[config.mk]
export PLATFORM = sky130hd
export DESIGN_NAME = kmeans_centroid_sorter_flat
export DESIGN_NICKNAME = d
export VERILOG_FILES = /design/src/rtl/kmeans_centroid_sorter_if.sv /design/src/rtl/kmeans_centroid_sorter.sv /design/src/flat_wrapper.sv
export SDC_FILE = /design/constraint.sdc
export NUM_CORES = 1
export LEC_CHECK = 0
export CAP_MARGIN = 40
export CORE_UTILIZATION = 64
export CTS_CLUSTER_DIAMETER = 50
export CTS_CLUSTER_SIZE = 28
export DETAILED_ROUTE_END_ITERATION = 8
export DONT_BUFFER_PORTS = 1
export GPL_ROUTABILITY_DRIVEN = 0
export PLACE_DENSITY = 0.8
export SYNTH_ARGS = -nofsm -noshare
export SYNTH_HDL_FRONTEND = slang
export SYNTH_SLANG_ARGS = --single-unit
export TNS_END_PERCENT = 5
[constraint.sdc]
create_clock -name clk -period 6.7 [get_ports clk]
set_input_delay 1.34 -clock clk [delete_from_list [all_inputs] [get_ports clk]]
set_output_delay 1.34 -clock clk [all_outputs]
set_load 0.005 [all_outputs]
[src/rtl/kmeans_centroid_sorter_if.sv]
// Stream bundle between the k-means core output, the centroid sorter and its host.
// in_* is a plain beat strobe with no backpressure. A beat on out_* moves on a clock edge only when out_valid && out_ready; out_* stays stable while stalled.
interface kmeans_centroid_sorter_if #(
   parameter int DATA_W = 16
);
   logic              in_valid;
   logic [DATA_W-1:0] in_data;
   logic              out_valid;
   logic              out_ready;
   logic [DATA_W-1:0] out_data;
   logic [1:0]        out_idx;
   logic              out_last;
   logic              dup_flag;

   modport master (
      output in_valid, in_data, out_ready,
      input  out_valid, out_data, out_idx, out_last, dup_flag
   );

   modport slave (
      input  in_valid, in_data, out_ready,
      output out_valid, out_data, out_idx, out_last, dup_flag
   );
endinterface

[src/rtl/kmeans_centroid_sorter.sv]
// Captures a 4-beat centroid burst and sorts it with a 4-pass odd-even transposition network.
// The sorted frame is replayed in rank order on a valid/ready stream with a duplicate flag.
module kmeans_centroid_sorter #(
   parameter int NUM_CLUSTERS    = 4,
   parameter int DATA_W          = 16,
   parameter bit SORT_DESCENDING = 1'b0
) (
   input  logic                   clk,
   input  logic                   rst_n,
   kmeans_centroid_sorter_if.slave bus,
   output logic                   busy,
   output logic                   frame_err,
   output logic                   overrun_err,
   output logic [1:0]             state_dbg
);

   typedef enum logic [1:0] {
      IDLE    = 2'd0,
      CAPTURE = 2'd1,
      SORT    = 2'd2,
      OUT     = 2'd3
   } state_t;

   localparam logic [1:0] LAST_IDX = 2'(NUM_CLUSTERS - 1);

   state_t            state_q, state_d;
   logic [DATA_W-1:0] buf_q [NUM_CLUSTERS];
   logic [DATA_W-1:0] buf_d [NUM_CLUSTERS];
   logic [1:0]        cnt_q, cnt_d;
   logic [1:0]        pass_q, pass_d;
   logic              out_valid_q, out_valid_d;
   logic [DATA_W-1:0] out_data_q, out_data_d;
   logic [1:0]        out_idx_q, out_idx_d;
   logic              out_last_q, out_last_d;
   logic              dup_q, dup_d;
   logic              busy_q, busy_d;
   logic              frame_err_q, frame_err_d;
   logic              overrun_err_q, overrun_err_d;

   // Equal words never swap, which keeps the network stable.
   function automatic logic need_swap(input logic [DATA_W-1:0] lo, input logic [DATA_W-1:0] hi);
      return SORT_DESCENDING ? (lo < hi) : (lo > hi);
   endfunction

   always_comb begin
      state_d       = state_q;
      cnt_d         = cnt_q;
      pass_d        = pass_q;
      for (int i = 0; i < NUM_CLUSTERS; i++) buf_d[i] = buf_q[i];
      out_valid_d   = out_valid_q;
      out_data_d    = out_data_q;
      out_idx_d     = out_idx_q;
      out_last_d    = out_last_q;
      dup_d         = dup_q;
      frame_err_d   = 1'b0;
      overrun_err_d = 1'b0;

      case (state_q)
         IDLE: begin
            if (bus.in_valid) begin
               buf_d[0] = bus.in_data;
               cnt_d    = 2'd1;
               state_d  = CAPTURE;
            end
         end
         CAPTURE: begin
            if (bus.in_valid) begin
               buf_d[cnt_q] = bus.in_data;
               cnt_d        = cnt_q + 2'd1;
               if (cnt_q == LAST_IDX) begin
                  state_d = SORT;
                  pass_d  = 2'd0;
               end
            end else begin
               frame_err_d = 1'b1;
               cnt_d       = 2'd0;
               state_d     = IDLE;
            end
         end
         SORT: begin
            overrun_err_d = bus.in_valid;
            if (!pass_q[0]) begin
               if (need_swap(buf_q[0], buf_q[1])) begin
                  buf_d[0] = buf_q[1];
                  buf_d[1] = buf_q[0];
               end
               if (need_swap(buf_q[2], buf_q[3])) begin
                  buf_d[2] = buf_q[3];
                  buf_d[3] = buf_q[2];
               end
            end else if (need_swap(buf_q[1], buf_q[2])) begin
               buf_d[1] = buf_q[2];
               buf_d[2] = buf_q[1];
            end
            pass_d = pass_q + 2'd1;
            // Last pass: load rank 0 and judge duplicates on the fully sorted words.
            if (pass_q == LAST_IDX) begin
               state_d     = OUT;
               out_valid_d = 1'b1;
               out_data_d  = buf_d[0];
               out_idx_d   = 2'd0;
               out_last_d  = 1'b0;
               dup_d       = (buf_d[0] == buf_d[1]) | (buf_d[1] == buf_d[2]) |
                             (buf_d[2] == buf_d[3]);
            end
         end
         OUT: begin
            overrun_err_d = bus.in_valid;
            if (out_valid_q && bus.out_ready) begin
               if (out_last_q) begin
                  out_valid_d = 1'b0;
                  out_last_d  = 1'b0;
                  dup_d       = 1'b0;
                  state_d     = IDLE;
               end else begin
                  out_idx_d  = out_idx_q + 2'd1;
                  out_data_d = buf_q[out_idx_q + 2'd1];
                  out_last_d = ((out_idx_q + 2'd1) == LAST_IDX);
               end
            end
         end
         default: state_d = IDLE;
      endcase

      busy_d = (state_d != IDLE);
   end

   always_ff @(posedge clk or negedge rst_n) begin
      if (!rst_n) begin
         state_q       <= IDLE;
         cnt_q         <= 2'd0;
         pass_q        <= 2'd0;
         for (int i = 0; i < NUM_CLUSTERS; i++) buf_q[i] <= '0;
         out_valid_q   <= 1'b0;
         out_data_q    <= '0;
         out_idx_q     <= 2'd0;
         out_last_q    <= 1'b0;
         dup_q         <= 1'b0;
         busy_q        <= 1'b0;
         frame_err_q   <= 1'b0;
         overrun_err_q <= 1'b0;
      end else begin
         state_q       <= state_d;
         cnt_q         <= cnt_d;
         pass_q        <= pass_d;
         for (int i = 0; i < NUM_CLUSTERS; i++) buf_q[i] <= buf_d[i];
         out_valid_q   <= out_valid_d;
         out_data_q    <= out_data_d;
         out_idx_q     <= out_idx_d;
         out_last_q    <= out_last_d;
         dup_q         <= dup_d;
         busy_q        <= busy_d;
         frame_err_q   <= frame_err_d;
         overrun_err_q <= overrun_err_d;
      end
   end

   assign bus.out_valid = out_valid_q;
   assign bus.out_data  = out_data_q;
   assign bus.out_idx   = out_idx_q;
   assign bus.out_last  = out_last_q;
   assign bus.dup_flag  = dup_q;
   assign busy          = busy_q;
   assign frame_err     = frame_err_q;
   assign overrun_err   = overrun_err_q;
   assign state_dbg     = state_q;

endmodule

[src/flat_wrapper.sv]
// flat-port wrapper written by rule: the top's interface ports become plain ports
module kmeans_centroid_sorter_flat 
#(
   parameter int NUM_CLUSTERS    = 4,
   parameter int DATA_W          = 16,
   parameter bit SORT_DESCENDING = 1'b0
)
  (clk, rst_n, busy, frame_err, overrun_err, state_dbg, bus_in_valid, bus_in_data, bus_out_ready, bus_out_valid, bus_out_data, bus_out_idx, bus_out_last, bus_dup_flag);
  kmeans_centroid_sorter_if #(.DATA_W(DATA_W)) bus_i ();
  input  logic clk;
  input  logic rst_n;
  output logic busy;
  output logic frame_err;
  output logic overrun_err;
  output logic [1:0] state_dbg;
  input wire logic [$bits(bus_i.in_valid)-1:0] bus_in_valid;
  input wire logic [$bits(bus_i.in_data)-1:0] bus_in_data;
  input wire logic [$bits(bus_i.out_ready)-1:0] bus_out_ready;
  output wire logic [$bits(bus_i.out_valid)-1:0] bus_out_valid;
  output wire logic [$bits(bus_i.out_data)-1:0] bus_out_data;
  output wire logic [$bits(bus_i.out_idx)-1:0] bus_out_idx;
  output wire logic [$bits(bus_i.out_last)-1:0] bus_out_last;
  output wire logic [$bits(bus_i.dup_flag)-1:0] bus_dup_flag;
  assign bus_i.in_valid = bus_in_valid;
  assign bus_i.in_data = bus_in_data;
  assign bus_i.out_ready = bus_out_ready;
  assign bus_out_valid = bus_i.out_valid;
  assign bus_out_data = bus_i.out_data;
  assign bus_out_idx = bus_i.out_idx;
  assign bus_out_last = bus_i.out_last;
  assign bus_dup_flag = bus_i.dup_flag;
  kmeans_centroid_sorter #(.NUM_CLUSTERS(NUM_CLUSTERS), .DATA_W(DATA_W), .SORT_DESCENDING(SORT_DESCENDING)) u_core (.clk(clk), .rst_n(rst_n), .bus(bus_i), .busy(busy), .frame_err(frame_err), .overrun_err(overrun_err), .state_dbg(state_dbg));
endmodule
# After elaboration in Yosys (flattened, before gate mapping)
# Cells that the tools add are included.
dict set report totals {
  register_bits 94
  in_bits 20
  out_inout_bits 26
  word_cells 113
}
dict set report op_classes {
  n_addsub 3
  n_lt_le_gt_ge 6
  n_eq_ne 16
  n_mux 53
  n_bitwise 4
  n_reduce_logical 16
}
# op count
set ops {}
lappend ops {{$mux W16} 11}
lappend ops {{$mux W32} 5}
lappend ops {{$pmux W48 S2} 1}
lappend ops {{$bwmux W64} 1}
lappend ops {{$mux W64} 1}
lappend ops {{$eq A16 B16 Y1} 3}
lappend ops {{$gt A16 B16 Y1} 3}
lappend ops {{$pmux W16 S3} 1}
lappend ops {{$bmux W16 S2} 1}
lappend ops {{$demux W16 S2} 1}
lappend ops {{$pmux W16 S2} 1}
lappend ops {{$mux W2} 13}
lappend ops {{$pmux W2 S2} 3}
lappend ops {{$eq A2 B2 Y1 const B} 5}
lappend ops {{$mux W1} 10}
lappend ops {{$reduce_and A3 Y1} 3}
lappend ops {{$ne A2 B1 Y1 const B} 4}
lappend ops {{$pmux W2 S4} 1}
lappend ops {{$reduce_and A4 Y1} 2}
lappend ops {{$reduce_bool A2 Y1} 4}
lappend ops {{$add A2 B1 Y2 const B} 3}
lappend ops {{$ge A3 B3 Y1 const B} 2}
lappend ops {{$ne A2 B2 Y1 const B} 3}
lappend ops {{$not A2 Y3} 2}
lappend ops {{9 further kinds} 14}

# Longest topological paths before layout
dict set report logic_depth {
  word_depth 9
  ltp_mapped 16
}

# Worst setup path before layout
# Ideal clock, no wire load.
dict set report synth_timing {
  kind {register -> register}
  start {reg u_core.buf_q[23] in the netlist's numbering}
  end {reg u_core.dup_q, in the netlist u_core.bus.dup_flag}
  setup_time_ns 0.082
  arrival_ns 3.347
  required_time_ns 6.618
  setup_slack_ns 3.271
  path_stages_with_launch 15
  n_path_buf 2
  synth_period_minus_slack_ns 3.429
  path_cell_list {dfrtp_1 > clkbuf_1 > inv_1 > ha_1 > a21oi_1 > o21ai_1 > a221oi_2 > a31o_4 > buf_6 > nand3_1 > a211o_1 > a2111oi_2 > nand4_1 > or3_1 > a31oi_1}
}
dict set report synth_between {
  elab_chain_cells 9
  word_cells_on_any_way 15
  cone_classes {2 x order compare; 3 x eq/ne; 8 x mux; 2 x bitwise}
}
# item line_no
set synth_lines {}
lappend synth_lines {{start: declaration} kmeans_centroid_sorter.sv:27} ;# logic [DATA_W-1:0] buf_q [NUM_CLUSTERS];
lappend synth_lines {{$gt A16 B16 Y1} kmeans_centroid_sorter.sv:42} ;# return SORT_DESCENDING ? (lo < hi) : (lo > hi);
lappend synth_lines {{$mux W32 (on tied branches)} {kmeans_centroid_sorter.sv:91, kmeans_centroid_sorter.sv:87}}
lappend synth_lines {{$mux W32} kmeans_centroid_sorter.sv:82} ;# if (!pass_q[0]) begin
lappend synth_lines {{$mux W32} kmeans_centroid_sorter.sv:58} ;# case (state_q)
lappend synth_lines {{$eq A16 B16 Y1} kmeans_centroid_sorter.sv:103} ;# dup_d = (buf_d[0] == buf_d[1]) | (buf_d[1] == buf_d[2]) |
lappend synth_lines {{$or A1 B1 Y1} kmeans_centroid_sorter.sv:103}
lappend synth_lines {{$or A1 B1 Y1 (*)} kmeans_centroid_sorter.sv:103}
lappend synth_lines {{$mux W1 (*)} kmeans_centroid_sorter.sv:97} ;# if (pass_q == LAST_IDX) begin
lappend synth_lines {{$pmux W1 S2 (*)} kmeans_centroid_sorter.sv:58}
lappend synth_lines {{end signal: assignment} kmeans_centroid_sorter.sv:151} ;# dup_q <= dup_d;
lappend synth_lines {{end: declaration} kmeans_centroid_sorter.sv:35} ;# logic dup_q, dup_d;
# Mark *: on every way between the ends. The rest lies on a longest branch, timed or not. The select of a mux whose other input is x is not followed.
# A chain may end at the register's enable or synchronous reset.

# Final worst setup path
dict set report layout_timing {
  start {reg u_core.buf_q[43] in the netlist's numbering}
  end {reg u_core.dup_q, in the netlist u_core.bus.dup_flag}
}
dict set report layout_between {
  elab_chain_cells 9
  word_cells_on_any_way 15
  cone_classes {2 x order compare; 3 x eq/ne; 8 x mux; 2 x bitwise}
}
# item line_no
set layout_lines {}
lappend layout_lines {{$gt A16 B16 Y1} kmeans_centroid_sorter.sv:42}
lappend layout_lines {{$mux W32 (on tied branches)} {kmeans_centroid_sorter.sv:83, kmeans_centroid_sorter.sv:91}}
lappend layout_lines {{$mux W16 or $mux W32 (tied branches)} kmeans_centroid_sorter.sv:82}
lappend layout_lines {{$mux W16 or $mux W32 (tied branches)} kmeans_centroid_sorter.sv:58}
lappend layout_lines {{$eq A16 B16 Y1} kmeans_centroid_sorter.sv:103}
lappend layout_lines {{$or A1 B1 Y1} kmeans_centroid_sorter.sv:103}
lappend layout_lines {{$or A1 B1 Y1 (*)} kmeans_centroid_sorter.sv:103}
lappend layout_lines {{$mux W1 (*)} kmeans_centroid_sorter.sv:97}
lappend layout_lines {{$pmux W1 S2 (*)} kmeans_centroid_sorter.sv:58}
# Marked as above.

==> impl_metrics.py <==
metrics = {
    "hold_path": {
        "hold_path_class": "flip-flop to flip-flop",
    },
    "detailed_routing": {
        "drtIter0Drc": 1601,
        "drt-total-wl_um": 29100,
        "ant_nets": 0,
        "drc": 0,
        "dr.pass1.iters": 8,
        "wire_per_inst_um": 25.8,
        "via_count": 8416,
        "vias_per_cell": 7.48,
    },
    "timing": {
        "skew_ns": 0.00953,
        "finalSetupViolations": 0,
        "slew_headroom_pct": 44.6,
        "finalHoldViolations": 0,
        "drv_slew": 0,
        "max_freq_ghz": 0.223,
        "tns_ns": 0,
        "fin_crit_ns": 4.49,
        "rsz0062_at_grt": "no",
        "worst_pin_slew_ns": 0.831,
        "holdWs_ns": 0.495,
        "period_share_pct": 67.0,
    },
    "floorplanning": {
        "boundaryPins": 46,
        "dieArea_um2": 13400,
        "start_util_pct": 65.6,
        "die_h_um": 116,
        "fp-row-count": 41,
        "die_w_um": 116,
        "core_area_um2": 12600,
    },
    "setup_path": {
        "cp_max_fo": 33,
        "critPathLaunchType": "flip-flop",
        "arrival_ns": 4.78,
        "endpoint_kind": "flip-flop",
        "crit_type": "flip-flop to flip-flop",
        "cp_data_required_time_ns": 6.99,
    },
    "final_layout": {
        "area_growth_pct": 4.94,
        "nNetsFinal": 1026,
        "seqCellArea_um2": 2350,
        "antennaDiodeCount": 0,
        "drive_above_1_share_pct": 7.56,
        "multi_input_area_um2": 5300,
        "nFillCells": 1034,
    },
    "grt": {
        "antenna_found_initial": 0,
        "grt_max_degree": 95,
        "grt_pass1_wl_um": 44100,
        "grt_overflow_total": 0,
        "grt_pass1_vias": 7547,
        "grt.total_usage_pct": 44.7,
    },
    "synthesis": {
        "synth_top_area_cell": "dfrtp_1",
        "synth_edf_count": 0,
        "synth_cell_types": 65,
        "syn_inst": 1005,
        "ys.flop_type": "dfrtp_1",
        "synth_top_area_share_pct": 28.4,
        "avgSynthCellArea_um2": 8.24,
        "synth_most_common_cell": "nand2_1",
        "synth_area_um2": 8280,
        "synth-seq-area-share_pct": 28.4,
        "syn_nets": 1083,
        "ys_top_cells_by_count": "nand2_1 (99), dfrtp_1 (94), a21oi_1 (87), inv_1 (75), o21ai_0 (72)",
        "synth_area_leaders": "dfrtp_1 (28%), ha_1 (8.8%), a21oi_1 (5.3%), nand2_1 (4.5%), o21ai_0 (4.4%)",
        "synth-seq-cells": 94,
        "async_flop_share_pct": 100,
        "ys.warnings.count": 0,
    },
    "place": {
        "numPortBuffers": 0,
        "post-dp-hpwl_um": 20500,
    },
    "clock_tree": {
        "cts_root_buf": "clkbuf_16",
        "cts_resized": 0,
        "clk_latency_ns": 0.37,
        "cts_sinks": 94,
        "clk_pin_slew_worst_paths_ns": 0.07,
        "numCtsBuffers": 9,
        "clk_path_buf_depth": 2,
        "cts_tree": "yes",
        "hold_buffers": 0,
        "h-tree-depth": 3,
        "cts_setup_buffers": 0,
    },
    "flow_run": {
        "cap_violations": 0,
    },
    "outcome": {
        "status": "completed",
    },
}
==> routing by layer <==
metal / share of wire [%] / vias to the layer above / track usage, %
li1: - / 3604 / -
met5: 0 / - / 0
met2: 42 / 754 / 64.4
met4: 6.4 / 0 / 27.9
met1: 37 / 3893 / 58.4
met3: 15 / 165 / 13.7
==> cell families after synthesis <==
kind of cell    after synthesis  share of synthesized area, %
mux                          37                          6.92
xor+xnor                     53                          5.61
fa+ha+maj                    58                          8.77
flops                        94                          28.4
simple gates                253                          13.9
compound gates              347                          28.7
buf+inv                     163                          7.68
==> sequential cells by signal, summed over array words and instances (netlist names) <==
name                  count
u_core.overrun_err        1
u_core.bus.out_data      16
u_core.bus.out_last       1
u_core.bus.out_idx        2
u_core.bus.out_valid      1
u_core.busy               1
u_core.bus.dup_flag       1
u_core.frame_err          1
u_core.state_dbg          2
u_core.buf_q             64
u_core.pass_q             2
u_core.cnt_q              2
==> final cells by class <==
class	instances	share of cell area, %
Multi-Input combinational cell	748	61.1
Sequential cell	94	27.1
Inverter	75	3.24
Clock buffer	11	2.79
Timing Repair Buffer	20	2.61
Tap cell	172	2.48
Clock inverter	5	0.749
==> through the flow <==
step	utilization, %	instances	setup slack (ns)	instance area [um^2]
5_1_grt	68.8	1125	2.11	8690
6_report	68.8	1125	2.21	8690
4_1_cts	68.8	1125	2.47	8690
2_1_floorplan	-	1005	3.27	8280
3_3_place_gp	65.2	1099	2.50	8230
3_5_place_dp	66.4	1109	2.51	8380
==> cells in the final DEF, fill, tap and decap left out, drive strengths merged, types with 9 or more instances in the layout <==
master   n
nand2   99
dfrtp   94
a21oi   87
inv     77
o21ai   74
nor2    71
ha      58
xor2    31
a222oi  26
xnor2   22
a22o    20
o22ai   20
nand4   20
buf     20
mux2i   19
a311oi  18
nor2b   17
mux4    16
a31oi   16
a221oi  14
clkbuf  11
nor3    10
nor4     9
==> worst max-delay path: stages, from the launching register on <==
cell     delay, ns
dfrtp_1       0.50
inv_1         0.16
ha_1          0.35
nand4_1       0.29
nor4_1        0.46
or2_2         0.22
a31o_2        0.47
buf_4         0.46
nand3_1       0.19
a211o_1       0.32
a22oi_1       0.25
nand4_1       0.18
or3_1         0.40
a31oi_1       0.13
==> path summary, 6_finish.rpt <==
path / start / end / slack [ns] / cells after the start
max: u_core.buf_q[43] / u_core.bus.dup_flag / 2.21 / 13
max reg2reg: u_core.buf_q[43] / u_core.bus.dup_flag / 2.21 / 13
min in group asynchronous: rst_n / u_core.buf_q[8] / 0.67 / 0
min: u_core.pass_q[1] / u_core.pass_q[1] / 0.50 / 1
min reg2reg: u_core.pass_q[1] / u_core.pass_q[1] / 0.50 / 1
max in group asynchronous: rst_n / u_core.buf_q[28] / 5.90 / 0
Power is not shown: default switching activity piles up to over one toggle a cycle in this logic, so the estimate is an artifact.
